File: config.mk
export PLATFORM = sky130hd
export DESIGN_NAME = wr_event_capture
export DESIGN_NICKNAME = d
export VERILOG_FILES = /design/src/rtl/wr_event_capture_pkg.sv /design/src/rtl/wr_event_capture_evt_fifo.sv /design/src/rtl/wr_event_capture.sv
export SDC_FILE = /design/constraint.sdc
export NUM_CORES = 1
export LEC_CHECK = 0
export BUFFER_PORTS_ARGS = -buffer_cell sky130_fd_sc_hd__buf_2
export CORE_ASPECT_RATIO = 0.6
export CORE_MARGIN = 1.5
export CORE_UTILIZATION = 58
export DETAILED_ROUTE_END_ITERATION = 16
export PLACE_DENSITY_LB_ADDON = 0.05
export RECOVER_POWER = 100
export SETUP_SLACK_MARGIN = 0.15
export SLEW_MARGIN = 20
export SYNTH_ARGS = -nofsm -noshare
export SYNTH_HDL_FRONTEND = slang
export SYNTH_HIERARCHICAL = 1
export SYNTH_SLANG_ARGS = --single-unit
File: constraint.sdc
create_clock -name clk -period 12.02 [get_ports clk]
set_clock_uncertainty 0.05 [all_clocks]
set_input_delay 2.404 -clock clk [delete_from_list [all_inputs] [get_ports clk]]
set_output_delay 2.404 -clock clk [all_outputs]
set_load 0.02 [all_outputs]
File: src/rtl/wr_event_capture_pkg.sv
`default_nettype none
// ============================================================================
// Module      : wr_event_capture_pkg
// Description : Shared definitions for the write-event capture block:
//               capture FSM state encoding, sequence-number width and the
//               event record width helper.
// Revision    : 1.0 - initial release
// ============================================================================
package wr_event_capture_pkg;

    // Capture FSM state encoding (explicit 2-bit width).
    typedef enum logic [1:0] {
        CAP_IDLE = 2'd0,
        CAP_WAIT = 2'd1,
        CAP_HELD = 2'd2
    } cap_state_t;

    localparam int SEQ_W = 16;

    // Event record is {addr, data, seq}.
    function automatic int evt_width(input int aw, input int dw);
        return aw + dw + SEQ_W;
    endfunction

endpackage
`default_nettype wire

File: src/rtl/wr_event_capture_evt_fifo.sv
`default_nettype none
// ============================================================================
// Module      : evt_fifo
// Description : Synchronous circular-buffer FIFO. Pointers carry one extra
//               wrap bit to distinguish full from empty. A push into a full
//               FIFO is accepted only if a pop happens in the same cycle;
//               otherwise it is dropped and the sticky overflow flag is set.
//               No empty-FIFO bypass: pushed data appears the next cycle.
// Ports       : clk, rst        - clock, synchronous active-high reset
//               i_push, i_data  - write request and record
//               i_ready         - consumer accepts head this cycle
//               o_valid, o_data - head present / head record
//               o_level         - occupancy (0..DEPTH)
//               o_overflow      - sticky, an event was dropped
// Revision    : 1.0 - initial release
// ============================================================================
module evt_fifo #(
    parameter int DEPTH = 4,
    parameter int WIDTH = 78
) (
    input  logic                       clk,
    input  logic                       rst,
    input  logic                       i_push,
    input  logic [WIDTH-1:0]           i_data,
    input  logic                       i_ready,
    output logic                       o_valid,
    output logic [WIDTH-1:0]           o_data,
    output logic [$clog2(DEPTH):0]     o_level,
    output logic                       o_overflow
);

    localparam int IW = $clog2(DEPTH);
    localparam int PW = IW + 1;
    localparam logic [PW-1:0] c_ptr_one = PW'(1);

    logic [PW-1:0]    r_wr_ptr;
    logic [PW-1:0]    r_rd_ptr;
    logic [WIDTH-1:0] r_mem [DEPTH];
    logic             r_overflow;

    logic w_empty;
    logic w_full;
    logic w_pop;
    logic w_write;
    logic w_drop;

    assign w_empty = (r_wr_ptr == r_rd_ptr);
    assign w_full  = (r_wr_ptr[IW] != r_rd_ptr[IW]) &&
                     (r_wr_ptr[IW-1:0] == r_rd_ptr[IW-1:0]);
    assign w_pop   = !w_empty && i_ready;
    // When full, the slot being written is the one being popped, so a
    // simultaneous pop frees it in time for the write at the same edge.
    assign w_write = i_push && (!w_full || w_pop);
    assign w_drop  = i_push && w_full && !w_pop;

    always_ff @(posedge clk) begin
        if (rst) begin
            r_wr_ptr   <= '0;
            r_rd_ptr   <= '0;
            r_overflow <= 1'b0;
            for (int i = 0; i < DEPTH; i++) begin
                r_mem[i] <= '0;
            end
        end else begin
            if (w_write) begin
                r_mem[r_wr_ptr[IW-1:0]] <= i_data;
                r_wr_ptr                <= r_wr_ptr + c_ptr_one;
            end
            if (w_pop) begin
                r_rd_ptr <= r_rd_ptr + c_ptr_one;
            end
            if (w_drop) begin
                r_overflow <= 1'b1;
            end
        end
    end

    assign o_valid    = !w_empty;
    assign o_data     = r_mem[r_rd_ptr[IW-1:0]];
    assign o_level    = r_wr_ptr - r_rd_ptr;
    assign o_overflow = r_overflow;

endmodule
`default_nettype wire

File: src/rtl/wr_event_capture.sv
`default_nettype none
// ============================================================================
// Module      : wr_event_capture
// Description : Samples the CPU data-memory write port and turns each store
//               into exactly one event, even when mem_wen is held across
//               cache stalls. Events {addr, data, seq} are buffered in a
//               FIFO and presented on a valid/ready interface.
// Ports       : clk, rst                     - clock, sync active-high reset
//               mem_addr/mem_data/mem_wen    - CPU write port
//               mem_stall                    - data cache stall
//               out_valid/out_ready          - event handshake
//               out_addr/out_data/out_seq    - head event fields
//               overflow                     - sticky drop indicator
//               level                        - FIFO occupancy
// Revision    : 1.0 - initial release
// ============================================================================
module wr_event_capture
    import wr_event_capture_pkg::*;
#(
    parameter int DEPTH = 4,
    parameter int AW    = 30,
    parameter int DW    = 32
) (
    input  logic                   clk,
    input  logic                   rst,
    input  logic [AW-1:0]          mem_addr,
    input  logic [DW-1:0]          mem_data,
    input  logic                   mem_wen,
    input  logic                   mem_stall,
    output logic                   out_valid,
    input  logic                   out_ready,
    output logic [AW-1:0]          out_addr,
    output logic [DW-1:0]          out_data,
    output logic [SEQ_W-1:0]       out_seq,
    output logic                   overflow,
    output logic [$clog2(DEPTH):0] level
);

    localparam int EW = evt_width(AW, DW);

    cap_state_t       r_state;
    cap_state_t       w_next_state;
    logic             w_capture;
    logic             w_differs;
    logic [AW-1:0]    r_last_addr;
    logic [DW-1:0]    r_last_data;
    logic [SEQ_W-1:0] r_seq;
    logic [EW-1:0]    w_head;

    // In HELD, a still-asserted enable is only a new store when the
    // address or data changed since the last capture.
    assign w_differs = (mem_addr != r_last_addr) || (mem_data != r_last_data);

    always_comb begin
        w_next_state = r_state;
        w_capture    = 1'b0;
        case (r_state)
            CAP_IDLE: begin
                if (mem_wen && mem_stall) begin
                    w_next_state = CAP_WAIT;
                end else if (mem_wen) begin
                    w_capture    = 1'b1;
                    w_next_state = CAP_HELD;
                end
            end
            CAP_WAIT: begin
                if (!mem_wen) begin
                    w_next_state = CAP_IDLE;
                end else if (!mem_stall) begin
                    w_capture    = 1'b1;
                    w_next_state = CAP_HELD;
                end
            end
            CAP_HELD: begin
                if (!mem_wen) begin
                    w_next_state = CAP_IDLE;
                end else if (!mem_stall && w_differs) begin
                    w_capture = 1'b1;
                end
            end
            default: begin
                w_next_state = CAP_IDLE;
            end
        endcase
    end

    always_ff @(posedge clk) begin
        if (rst) begin
            r_state     <= CAP_IDLE;
            r_last_addr <= '0;
            r_last_data <= '0;
            r_seq       <= '0;
        end else begin
            r_state <= w_next_state;
            if (w_capture) begin
                r_last_addr <= mem_addr;
                r_last_data <= mem_data;
                // Increments even when the FIFO drops the event, leaving a
                // visible gap in the sequence.
                r_seq       <= r_seq + 16'd1;
            end
        end
    end

    evt_fifo #(
        .DEPTH (DEPTH),
        .WIDTH (EW)
    ) u_evt_fifo (
        .clk        (clk),
        .rst        (rst),
        .i_push     (w_capture),
        .i_data     ({mem_addr, mem_data, r_seq}),
        .i_ready    (out_ready),
        .o_valid    (out_valid),
        .o_data     (w_head),
        .o_level    (level),
        .o_overflow (overflow)
    );

    assign {out_addr, out_data, out_seq} = w_head;

endmodule
`default_nettype wire

==> results of run 1 <==
## power by group
| part | internal (mW) | switching, mW |
|---|---|---|
| logic | 0.222 | 0.432 |
| clock network | 0.614 | 0.509 |
| registers | 1.60 | 0.0593 |
| total | 2.43 | 1.00 |
## worst max-delay path: stages
cell and delay, ns:
clkbuf_1 0.61, inv_1 1.06, clkbuf_1 2.48, nand2_4 1.10, buf_4 0.68
## path summary, 6_finish.rpt
check / endpoint / start / slack, ns / cells after the start
worst max-delay path: u_evt_fifo/r_mem[0][46] / rst / 3.71 / 5
worst min register to register: r_last_addr[29] / r_last_addr[29] / 0.43 / 2
worst min-delay path: r_last_addr[29] / r_last_addr[29] / 0.43 / 2
worst max register to register: u_evt_fifo/r_mem[3][24] / r_state[1] / 5.55 / 10
## Yosys cell counts (2+ instances only)
cell       count  area [um2]
nor2b_1       15        93.8
dfxtp_1       89        1780
and4_1         3        26.3
o31ai_1        2        15.0
nand3_1       77         385
nand2b_1      35         219
and3_1         2        12.5
edfxtp_1     312        9370
a211oi_1       4        30.0
buf_6          7        78.8
clkbuf_1      46         173
mux4_2        78        1760
nor4_1        10        62.6
o2111ai_4      2        52.6
a21oi_1       70         350
inv_1         16        60.1
nand4_1       32         200
xnor2_1       46         403
nor3_1         2        10.0
o21ai_0        4        20.0
and2_1         3        18.8
mux2_2        16         180
buf_2         48         240
o2111ai_1     11        96.3
ha_1           9         113
o21a_1         4        30.0
buf_4          9        67.6
nor2_1       334        1250
nand2_1       97         364
o211ai_1      65         488
## cells by family (layout without fill, tap and decap cells)
kind of cell               Yosys count  count (layout)
other                                0               2
adders and majority gates           10              10
AOI/OAI and AO/OA                  169             169
DFF                                401             401
and+or+nand+nor                    616             616
muxes                               96              96
buffers and inverters              128             257
xor gates and xnor gates            46              46
## registers in the layout, summed over array words and instances (netlist names), named ones only
signal / flops
u_evt_fifo/r_mem: 312
u_evt_fifo/o_overflow: 1
u_evt_fifo/r_wr_ptr: 3
r_seq: 16
r_state: 2
r_last_data: 32
u_evt_fifo/r_rd_ptr: 3
r_last_addr: 30
## area by class of cell
class / instances / area, um2
fill: 2364 / 10400
clock inverter: 23 / 131
inverter: 17 / 63.8
timing repair buffer: 172 / 763
clock buffer: 45 / 998
multi-input combinational: 937 / 6350
antenna: 2 / 5.00
tap: 408 / 510
sequential: 401 / 11200
## cell usage in the layout (no fill, tap or decap), types with 15 or more instances in the layout
cell	n
a21oi_1	70
buf_2	64
clkbuf_1	104
clkbuf_16	39
dfxtp_1	88
edfxtp_1	312
inv_1	17
mux2_2	16
mux4_2	78
nand2_1	93
nand2b_1	35
nand3_1	77
nand4_1	32
nor2_1	334
nor2b_1	15
o211ai_1	66
xnor2_1	46
## metrics by stage
step	hold slack, ns	util, %	setup WS (ns)
floorplan	0.406	-	1.66
global placement	0.394	62.9	6.09
detailed placement	0.410	62.9	5.96
CTS	0.428	66.6	6.41
global route	0.448	65.8	3.40
finish	0.425	65.8	3.71
## routing by layer
layer	GRT usage [%]	vias to the layer above	wire, um	part of all wire (%)
li1	-	5561	-	-
met1	48.9	6253	21500	45
met2	40.5	645	20400	43
met3	5.29	37	5030	11
met4	5.09	0	419	0.88
met5	0	-	0	0
==> summary.txt, run 1 <==
Status
  – Outcome: finished with violations
  – Violated checks: capacitance limit, slew limit

Hold path
  – Hold crit path type: register to register

Synth
  – Adder-Cell Fraction of Synth Area: less than 1%
  – Synth Register Bits: ~400
  – Post-synth EDFFs: about 310
  – Largest family of logic cells by synthesized area: simple AND/OR/NAND/NOR gates
  – Synthesized Nets: between 1,500 and 2,000
  – Synth Cell Area: 18,100 um2
  – Synthesized instance count: 1,466
  – Synth Area in XOR/XNOR: ~2.2%
  – Simple-Gate Fraction of Synth Area: between 10% and 20%
  – Mux share of post-synthesis cell area: between 10% and 20%
  – Netlist cell types: 48
  – Ys flop type: edfxtp_1
  – Syn_area_per_cell: 12.4 um2
  – FFs w/ async S/R, synth: 0%
  – Seq/Total Area, Yosys: 61.5%
  – Synth warnings: 6
  – Synth Area in Compound Gates: 6.37%

Route
  – Residual DRC: 0
  – Via Count: roughly 12,000
  – Via-to-Cell Ratio: roughly 6.2
  – Drt total wl: 47.4 mm
  – Mean routed wirelength per cell: 23.6 um
  – Initial DRC Count: approximately 1,700
  – First-pass DRT Iterations: 7
  – Final ANT Viol Nets: 0

Global routing
  – Largest net degree at the start of global routing: 75
  – Total GRT Usage: roughly 29%
  – First-pass GRT wire length: about 72 mm
  – Vias in the first global route: roughly 12,000
  – GRT overflow: 0
  – Antenna violations before repair: 2

CTS
  – Clock sinks: approximately 400
  – Clock Path Buffers: 3
  – Resized Gates After CTS: 0
  – Num CTS Buffers: 37
  – H-tree lvl count: 2
  – Hold Buf Count CTS: 0
  – CTS tree: built
  – Post-CTS Setup Bufs: 0
  – Skew-Pair Late Insertion Delay: 0.53 ns
  – Clk slew on worst S/H paths: ~0.06 ns
  – CTS root buffer: clkbuf_16

Place
  – Routability cong.: 0.939
  – IO buf count: roughly 150
  – # placed instances: roughly 1,900
  – Dpl hpwl: 29.4 mm
  – Post-DP Area: roughly 19,000 um2

STA
  – Setup TNS: 0 ns
  – Worst-Margin Slew: ~3.5 ns
  – Fmax: between 0.1 and 0.15 GHz
  – Period utilization: around 69%
  – Fin. Hold Viols: 0
  – Slew HR: -131%
  – Final setup viols: 0
  – Minimum clock period: around 8.3 ns
  – Fin. max-slew vios: 684
  – RSZ-0062 raised after global routing: false

Setup path
  – CP max FO: 61
  – CP Data Required Time: 12.14 ns
  – Critical path class: input port to register
  – Critical path arrival: approximately 8.4 ns
  – Worst setup EP type: register
  – CP startpoint kind: input port

Floorplanning
  – Core area: between 30,000 and 40,000 um2
  – Die height: approximately 140 um
  – Num rows: 49
  – Die Wd: 231 um
  – Starting Density: roughly three fifths
  – Die area: 32,400 um2
  – IO Pins: 150

Layout
  – Layout area overhead: 10.1%
  – Final Cell Area: 20,000 um2
  – Post-layout nets: between 1,500 and 2,000
  – Share of cells above drive strength 1: 14.4%
  – Post-route insts no fill: between 2,000 and 2,500

Power
  – Worst vdd ir: about 0.00014 V
  – LEAKAGE: around 6.7 nW
  – Pwr Total: between 3 and 4 mW
  – PD cells: roughly 170 nW/um2

Job
  – Max-cap violations: 15
No activity file was read; power rests on OpenSTA's default activity.
==> run 2, diff against run 1 <==
==> constraint.sdc (replaced) <==
create_clock -name clk -period 8.2 [get_ports clk]
set_clock_uncertainty 0.05 [all_clocks]
set_input_delay 1.64 -clock clk [delete_from_list [all_inputs] [get_ports clk]]
set_output_delay 1.64 -clock clk [all_outputs]
set_load 0.02 [all_outputs]
==> summary.txt, run 2 (synthesis results as in run 1) <==
Layout
  – Commonest non-fill, non-tap cells in the layout: nor2_1 (334), edfxtp_1 (312), clkbuf_1 (101), nand2_1 (93), dfxtp_1 (87) (was nor2_1 (334), edfxtp_1 (312), clkbuf_1 (104), nand2_1 (93), dfxtp_1 (88))
  – Max reg flops: 312 (unchanged)
  – Top reg by flops: u_evt_fifo/r_mem (unchanged)
  – Fillers: 2,364 (unchanged)
  – Leading cell type in the layout, fill and taps excluded: nor2_1 (unchanged)
  – Post-layout nets: 1,643 (unchanged)
  – ANT cells: 0 (was 2)
  – Layout area overhead: 10.6% (was 10.1%)
  – Largest regs: u_evt_fifo/r_mem x312, r_last_data x32, r_last_addr x30 (unchanged)
  – Reg area: 11,200 um2 (about the same)
  – Area occupied by multi-input gates: 6380 um2 (was 6350 um2)
  – Share of cells above drive strength 1: 15.2% (was 14.4%)

Route
  – Mean routed wirelength per cell: 23.0 um (was 23.6 um)
  – Via-to-Cell Ratio: 6.20 (was 6.23)
  – First-pass DRT Iterations: 5 (was 7)
  – Final ANT Viol Nets: 0 (unchanged)
  – Residual DRC: 0 (unchanged)
  – Drt total wl: 46.0 mm (was 47.4 mm)
  – Via Count: 12,412 (was 12,496)
  – Initial DRC Count: 1,570 (was 1,675)

CTS
  – Clk slew on worst S/H paths: 0.06 ns (about the same)
  – H-tree lvl count: 2 (unchanged)
  – Hold Buf Count CTS: 0 (unchanged)
  – Skew-Pair Late Insertion Delay: 0.53 ns (about the same)
  – CTS root buffer: clkbuf_16 (unchanged)
  – Resized Gates After CTS: 0 (unchanged)
  – CTS tree: built (unchanged)
  – Post-CTS Setup Bufs: 0 (unchanged)
  – Clock sinks: 401 (unchanged)
  – Num CTS Buffers: 38 (was 37)
  – Clock Path Buffers: 3 (unchanged)

Power
  – LEAKAGE: 6.79 nW (was 6.75 nW)
  – Pwr Total: 5.05 mW (was 3.43 mW)
  – PD cells: 252 nW/um2 (was 172 nW/um2)
  – Worst vdd ir: 0.000184 V (was 0.000139 V)

STA
  – Fmax: 0.160 GHz
  – Fin. Hold Viols: 0 (unchanged)
  – Setup TNS: 0 ns (unchanged)
  – Worst-Margin Slew: 3.64 ns (was 3.46 ns)
  – Fin. max-slew vios: 495 (was 684)
  – Minimum clock period: 6.25 ns
  – Period utilization: approximately 76%
  – Post-route worst setup slack: 1.95 ns (was 3.71 ns)
  – RSZ-0062 raised after global routing: false (unchanged)
  – Final setup viols: 0 (unchanged)
  – Slew HR: -143% (was -131%)

Setup path
  – CP max FO: 78 (was 61)
  – R2R Setup Slk: 1.95 ns (was 5.55 ns)
  – Worst setup EP type: register (unchanged)
  – Critical R2R Launch: r_state[0] (was r_state[1])
  – Reg-to-Reg End: u_evt_fifo/r_mem[3][26] (was u_evt_fifo/r_mem[3][24])
  – CP Data Required Time: 8.48 ns (was 12.14 ns)
  – R2R cell count: 9 (was 10)
  – Critical path arrival: 6.53 ns (was 8.43 ns)
  – Critical path class: register to register (was input port to register)
  – CP startpoint kind: register (was input port)

Global routing
  – Largest net degree at the start of global routing: 79 (was 75)
  – GRT overflow: 0 (unchanged)
  – First-pass GRT wire length: 70.4 mm (was 72.0 mm)
  – Vias in the first global route: 11,868 (was 11,742)
  – Total GRT Usage: 28.6% (was 29.4%)
  – Antenna violations before repair: 0 (was 2)

Place
  – Dpl hpwl: 28.4 mm (was 29.4 mm)
  – Routability cong.: 0.943 (was 0.939)
  – IO buf count: 149 (unchanged)
  – DP Worst Slack: 3.03 ns (was 5.96 ns)

Status
  – Violated checks: capacitance limit, slew limit (unchanged)
  – Outcome: finished with violations (unchanged)

Floorplanning
  – Die height: 140 um (unchanged)
  – Core area: 30,300 um2 (unchanged)
  – Die Wd: 231 um (unchanged)
  – Starting Density: 59.8% (unchanged)
  – IO Pins: 150 (unchanged)
  – Num rows: 49 (unchanged)
  – Die area: 32,400 um2 (unchanged)

Hold path
  – Endpoint, Worst Hold: r_last_data[8] (was r_last_addr[29])
  – Hold crit path type: register to register (unchanged)
  – Hold Startpoint: r_last_data[8] (was r_last_addr[29])
  – Hold path depth: 2 (unchanged)

Job
  – Max-cap violations: 9 (was 15)
run 2: cell count changes in the layout (fill, tap and decap cells not counted), moves of 2 or more:
| cell | change |
|---|---|
| clkbuf_16 | +2 |
| clkinv_1 | -6 |
| buf_4 | +3 |
| clkbuf_2 | +4 |
| buf_2 | +3 |
| clkbuf_1 | -3 |
| clkbuf_8 | +2 |
| diode_2 | -2 |
run 2: layout make-up:
type	instances	share of cell area, %
Clock buffer	57	5.51
Clock inverter	12	0.262
Inverter	17	0.318
Multi-Input combinational cell	937	31.8
Sequential cell	401	55.6
Tap cell	408	2.55
Timing Repair Buffer	171	3.89
run 2: worst max-delay path by stage:
stage          cells after the start                 endpoint       start  slack, ns
2_1_floorplan                     11   u_evt_fifo/r_mem[3][0]   mem_stall       1.06
3_3_place_gp                       9  u_evt_fifo/r_mem[0][60]   mem_stall       3.07
3_5_place_dp                       9  u_evt_fifo/r_mem[0][61]   mem_stall       3.03
4_1_cts                            3             out_data[10]    register       3.30
5_1_grt                            9   u_evt_fifo/r_mem[3][0]  r_state[0]       1.62
6_report                           9  u_evt_fifo/r_mem[3][26]  r_state[0]       1.95
run 2: critical path, cell delays in order (launching register included):
cell and delay [ns]:
dfxtp_1 0.33, inv_1 0.12, ha_1 0.16, clkbuf_1 2.53
nand2_2 -0.03, buf_4 0.49, nand2_1 0.42, o21ai_0 0.26
clkbuf_2 1.20, nor2_1 0.41
run 2: per-stage QoR:
| step | cell area, um2 | util, % | hold WS (ns) | std cells |
|---|---|---|---|---|
| after floorplan | 18100 | - | 0.406 | 1466 |
| final | 20100 | 66.1 | 0.426 | 2003 |
| after global routing | 20100 | 66.1 | 0.446 | 2003 |
| after CTS | 20200 | 66.7 | 0.428 | 2003 |
| after global placement | 19100 | 62.9 | 0.399 | 1934 |
| after detailed placement | 19100 | 62.9 | 0.420 | 1934 |
run 2: layer usage:
metal	global-route usage (%)	wire length [um]	vias up	part of all wire [%]
met5	0	0	-	0
met4	4.51	464	0	1.0
met3	5.17	3940	36	8.6
met2	43.0	21000	541	46
met1	44.5	20600	6271	45
li1	-	-	5564	-
run 2: report_power, final:
group / switching, mW / total (mW) / internal (mW) / leakage [nW]
Combinational: 0.632 / 0.956 / 0.324 / 2.26
Sequential: 0.0880 / 2.43 / 2.34 / 3.97
Clock: 0.737 / 1.67 / 0.933 / 0.565
Total: 1.46 / 5.05 / 3.60 / 6.79
==> run 3, diff against run 2 <==
--- a/config.mk
+++ b/config.mk
@@ -5,10 +5,11 @@
 export SDC_FILE = /design/constraint.sdc
 export NUM_CORES = 1
 export LEC_CHECK = 0
+export ABC_AREA = 1
 export BUFFER_PORTS_ARGS = -buffer_cell sky130_fd_sc_hd__buf_2
 export CORE_ASPECT_RATIO = 0.6
 export CORE_MARGIN = 1.5
-export CORE_UTILIZATION = 58
+export CORE_UTILIZATION = 55
 export DETAILED_ROUTE_END_ITERATION = 16
 export PLACE_DENSITY_LB_ADDON = 0.05
 export RECOVER_POWER = 100
==> constraint.sdc (replaced) <==
create_clock -name clk -period 5 [get_ports clk]
set_clock_uncertainty 0.05 [all_clocks]
set_input_delay 1 -clock clk [delete_from_list [all_inputs] [get_ports clk]]
set_output_delay 1 -clock clk [all_outputs]
set_load 0.02 [all_outputs]
==> summary.txt, run 3 <==
STA
  – Fmax: 0.226 GHz
  – Final hold slack: 0.418 ns (was 0.426 ns)
  – Slew HR: -26.5% (was -143%)
  – Final setup viols: 0 (unchanged)
  – Period utilization: between 80% and 90%
  – Fin. Hold Viols: 0 (unchanged)
  – Minimum clock period: 4.43 ns
  – Worst-Margin Slew: 1.90 ns (was 3.64 ns)
  – Post-route worst setup slack: 0.574 ns (was 1.95 ns)
  – Setup TNS: 0 ns (unchanged)
  – Fin. max-slew vios: 158 (was 495)
  – RSZ-0062 raised after global routing: false (unchanged)

Setup path
  – Worst setup EP type: primary output (was register)
  – R2R Setup Slk: 1.03 ns (was 1.95 ns)
  – Critical R2R Launch: r_last_addr[29] (was r_state[0])
  – CP Buf/Inv Count: 2 (was 4)
  – CP max FO: 78 (unchanged)
  – Critical path arrival: 3.38 ns (was 6.53 ns)
  – Biggest cell delay along the critical path: 1.36 ns (was 2.53 ns)
  – Worst-path cell chain: clkbuf_2 -> o21ai_0 -> o22ai_1 -> clkbuf_1 (was inv_1 -> ha_1 -> clkbuf_1 -> nand2_2 -> buf_4 -> nand2_1 -> o21ai_0 -> clkbuf_2 -> nor2_1)
  – Critical path class: register to primary output (was register to register)
  – R2R cell count: 17 (was 9)
  – Max stage delay cell, worst path: clkbuf_2 (was clkbuf_1)
  – Reg-to-Reg End: u_evt_fifo/r_mem[3][42] (was u_evt_fifo/r_mem[3][26])
  – CP startpoint kind: register (unchanged)
  – CP Data Required Time: 3.95 ns (was 8.48 ns)
  – Crit-path leading delay family: buffers and inverters (unchanged)

Layout
  – Post-route insts no fill: 2,673 (was 2,003)
  – Max reg flops: 312 (unchanged)
  – Post-layout nets: 2,258 (was 1,643)
  – Reg area: 11,200 um2 (about the same)
  – Layout area overhead: 7.72% (was 10.6%)
  – Top reg by flops: u_evt_fifo/r_mem (unchanged)
  – Leading cell type in the layout, fill and taps excluded: nor2_1 (unchanged)
  – Commonest non-fill, non-tap cells in the layout: nor2_1 (416), edfxtp_1 (312), nand2_1 (293), nor3_1 (233), inv_1 (208) (was nor2_1 (334), edfxtp_1 (312), clkbuf_1 (101), nand2_1 (93), dfxtp_1 (87))
  – Share of cells above drive strength 1: 7.46% (was 15.2%)
  – Area occupied by multi-input gates: 6210 um2 (was 6380 um2)
  – Largest regs: u_evt_fifo/r_mem x312, r_last_data x32, r_last_addr x30 (unchanged)
  – Fillers: 3,050 (was 2,364)

Synth
  – Synth warnings: 6 (unchanged)
  – Synth Register Bits: 401 (unchanged)
  – Top-count cell post-synth: nor2_1 (unchanged)
  – Ys flop type: edfxtp_1 (unchanged)
  – Synth Area in Compound Gates: 7.55% (was 6.37%)
  – Adder-Cell Fraction of Synth Area: 0.686% (was 0.731%)
  – Syn_area_per_cell: 9.20 um2 (was 12.4 um2)
  – Top cell type's share of synthesized area: 48.4% (was 51.6%)
  – FFs w/ async S/R, synth: 0% (unchanged)
  – Largest family of logic cells by synthesized area: simple AND/OR/NAND/NOR gates (unchanged)
  – Simple-Gate Fraction of Synth Area: 25.7% (was 15.0%)
  – Netlist cell types: 34 (was 48)
  – Synth top cells by count: nor2_1 (416), edfxtp_1 (312), nand2_1 (291) (was nor2_1 (334), edfxtp_1 (312), nand2_1 (97))
  – Area leader, netlist: edfxtp_1 (unchanged)
  – Synth area leaders: edfxtp_1 (48%), dfxtp_1 (9.2%), nor2_1 (8.1%) (was edfxtp_1 (52%), dfxtp_1 (9.8%), mux4_2 (9.7%))
  – Post-synth EDFFs: 312 (unchanged)
  – Synth Area in XOR/XNOR: 0.860% (was 2.22%)
  – Synthesized instance count: 2,103 (was 1,466)
  – Mux share of post-synthesis cell area: 0% (was 10.8%)
  – Seq/Total Area, Yosys: 57.6% (was 61.5%)
  – Synth Cell Area: 19,300 um2 (was 18,100 um2)
  – Synthesized Nets: 2,180 (was 1,543)

CTS
  – Clk slew on worst S/H paths: 0.06 ns (about the same)
  – H-tree lvl count: 2 (unchanged)
  – Skew-Pair Late Insertion Delay: 0.56 ns (was 0.53 ns)
  – Num CTS Buffers: 40 (was 38)
  – Clock Path Buffers: 3 (unchanged)
  – Clock sinks: 401 (unchanged)
  – Hold Buf Count CTS: 0 (unchanged)
  – Resized Gates After CTS: 0 (unchanged)
  – CTS tree: built (unchanged)
  – CTS root buffer: clkbuf_16 (unchanged)
  – Post-CTS Setup Bufs: 0 (unchanged)

Hold path
  – Hold crit path type: register to register (unchanged)
  – Endpoint, Worst Hold: u_evt_fifo/o_overflow (was r_last_data[8])
  – Hold path depth: 2 (unchanged)
  – Hold Startpoint: u_evt_fifo/o_overflow (was r_last_data[8])

Global routing
  – GRT overflow: 0 (unchanged)
  – Largest net degree at the start of global routing: 157 (was 79)
  – Antenna violations before repair: 4 (was 0)
  – First-pass GRT wire length: 86.2 mm (was 70.4 mm)
  – Vias in the first global route: 14,573 (was 11,868)
  – Total GRT Usage: 31.1% (was 28.6%)

Place
  – Routability cong.: 0.891 (was 0.943)
  – IO buf count: 149 (unchanged)
  – # placed instances: 2,598 (was 1,934)
  – Dpl hpwl: 33.7 mm (was 28.4 mm)
  – DP Worst Slack: 0.829 ns (was 3.03 ns)

Route
  – First-pass DRT Iterations: 6 (was 5)
  – Initial DRC Count: 1,613 (was 1,570)
  – Residual DRC: 0 (unchanged)
  – Final ANT Viol Nets: 0 (unchanged)
  – Via Count: 15,280 (was 12,412)
  – Mean routed wirelength per cell: 21.2 um (was 23.0 um)
  – Drt total wl: 56.6 mm (was 46.0 mm)
  – Via-to-Cell Ratio: 5.72 (was 6.20)

Floorplanning
  – IO Pins: 150 (unchanged)
  – Die area: 36,300 um2 (was 32,400 um2)
  – Num rows: 52 (was 49)
  – Die Wd: 245 um (was 231 um)
  – Core area: 34,200 um2 (was 30,300 um2)
  – Die height: 148 um (was 140 um)
  – Starting Density: 56.6% (was 59.8%)

Power
  – Worst vdd ir: 0.000234 V (was 0.000184 V)
  – PD cells: 441 nW/um2 (was 252 nW/um2)
  – LEAKAGE: 8.19 nW (was 6.79 nW)
  – Pwr Total: 9.18 mW (was 5.05 mW)

Status
  – Violated checks: capacitance limit, slew limit (unchanged)
  – Outcome: finished with violations (unchanged)

Job
  – Max-cap violations: 2 (was 9)
[run 3: changes by cell type in the layout (fill, tap and decap cells not counted), sizes merged, moves of 65 or more]
cell,before,now
nor3,2,238
o22ai,0,78
mux4,78,0
nand2,97,295
o21ai,5,168
nor2,334,416
inv,16,214
o211ai,66,1
[run 3: power breakdown]
group	internal [mW]	leakage [nW]	switching (mW)	total [mW]
Sequential	3.97	3.96	0.161	4.13
Clock	1.54	0.587	1.28	2.83
Combinational	0.523	3.64	1.70	2.22
Total	6.04	8.19	3.14	9.18
[run 3: how the worst max path moves through the flow]
| stage | start | end | slack (ns) | cells past startpoint |
|---|---|---|---|---|
| floorplan | mem_data[12] | u_evt_fifo/r_mem[0][0] | -0.12 | 17 |
| global placement | mem_data[12] | u_evt_fifo/r_mem[3][31] | 0.85 | 20 |
| detailed placement | mem_data[12] | u_evt_fifo/r_mem[3][47] | 0.83 | 20 |
| CTS | u_evt_fifo/r_wr_ptr[0] | level[2] | 0.88 | 5 |
| global route | mem_data[27] | u_evt_fifo/r_mem[3][12] | 0.42 | 18 |
| finish | register | out_addr[28] | 0.57 | 4 |
[run 3: kinds of logic after synthesis]
| family | after synthesis |
|---|---|
| buffers and inverters | 355 |
| adder cells (fa/ha/maj) | 10 |
| XOR/XNOR | 19 |
| flip-flops | 401 |
| AND/OR/NAND/NOR | 1048 |
| AO/OA/AOI/OAI | 270 |
[run 3: through the flow]
step / utilization (%) / instance area [um2]
after floorplan: - / 19400
after detailed placement: 59.6 / 20400
final: 61.0 / 20800
after global placement: 59.6 / 20400
after CTS: 63.1 / 21600
after global routing: 61.0 / 20800
[run 3: final cells by class]
type                       instances  share of cell area [%]
multi-input combinational       1347                    29.8
clock inverter                    19                   0.450
timing repair buffer             177                    4.26
clock buffer                      55                    5.27
tap                              459                    2.76
sequential                       401                    53.6
inverter                         214                    3.88
antenna                            1                  0.0120
[run 3: worst min-delay path, delay by kind of cell (launching register included)]
family          cells  cell delay, ns
buf+inv             1            0.05
flops               1            0.31
compound gates      1            0.05
[run 3: per-layer routing]
metal / routed length, um / up-vias / GRT usage, % / part of all wire (%)
met1: 26000 / 7357 / 47.4 / 46
met4: 788 / 0 / 6.30 / 1.4
li1: - / 7194 / - / -
met3: 5290 / 71 / 6.24 / 9.3
met5: 0 / - / 0 / 0
met2: 24600 / 658 / 46.2 / 43
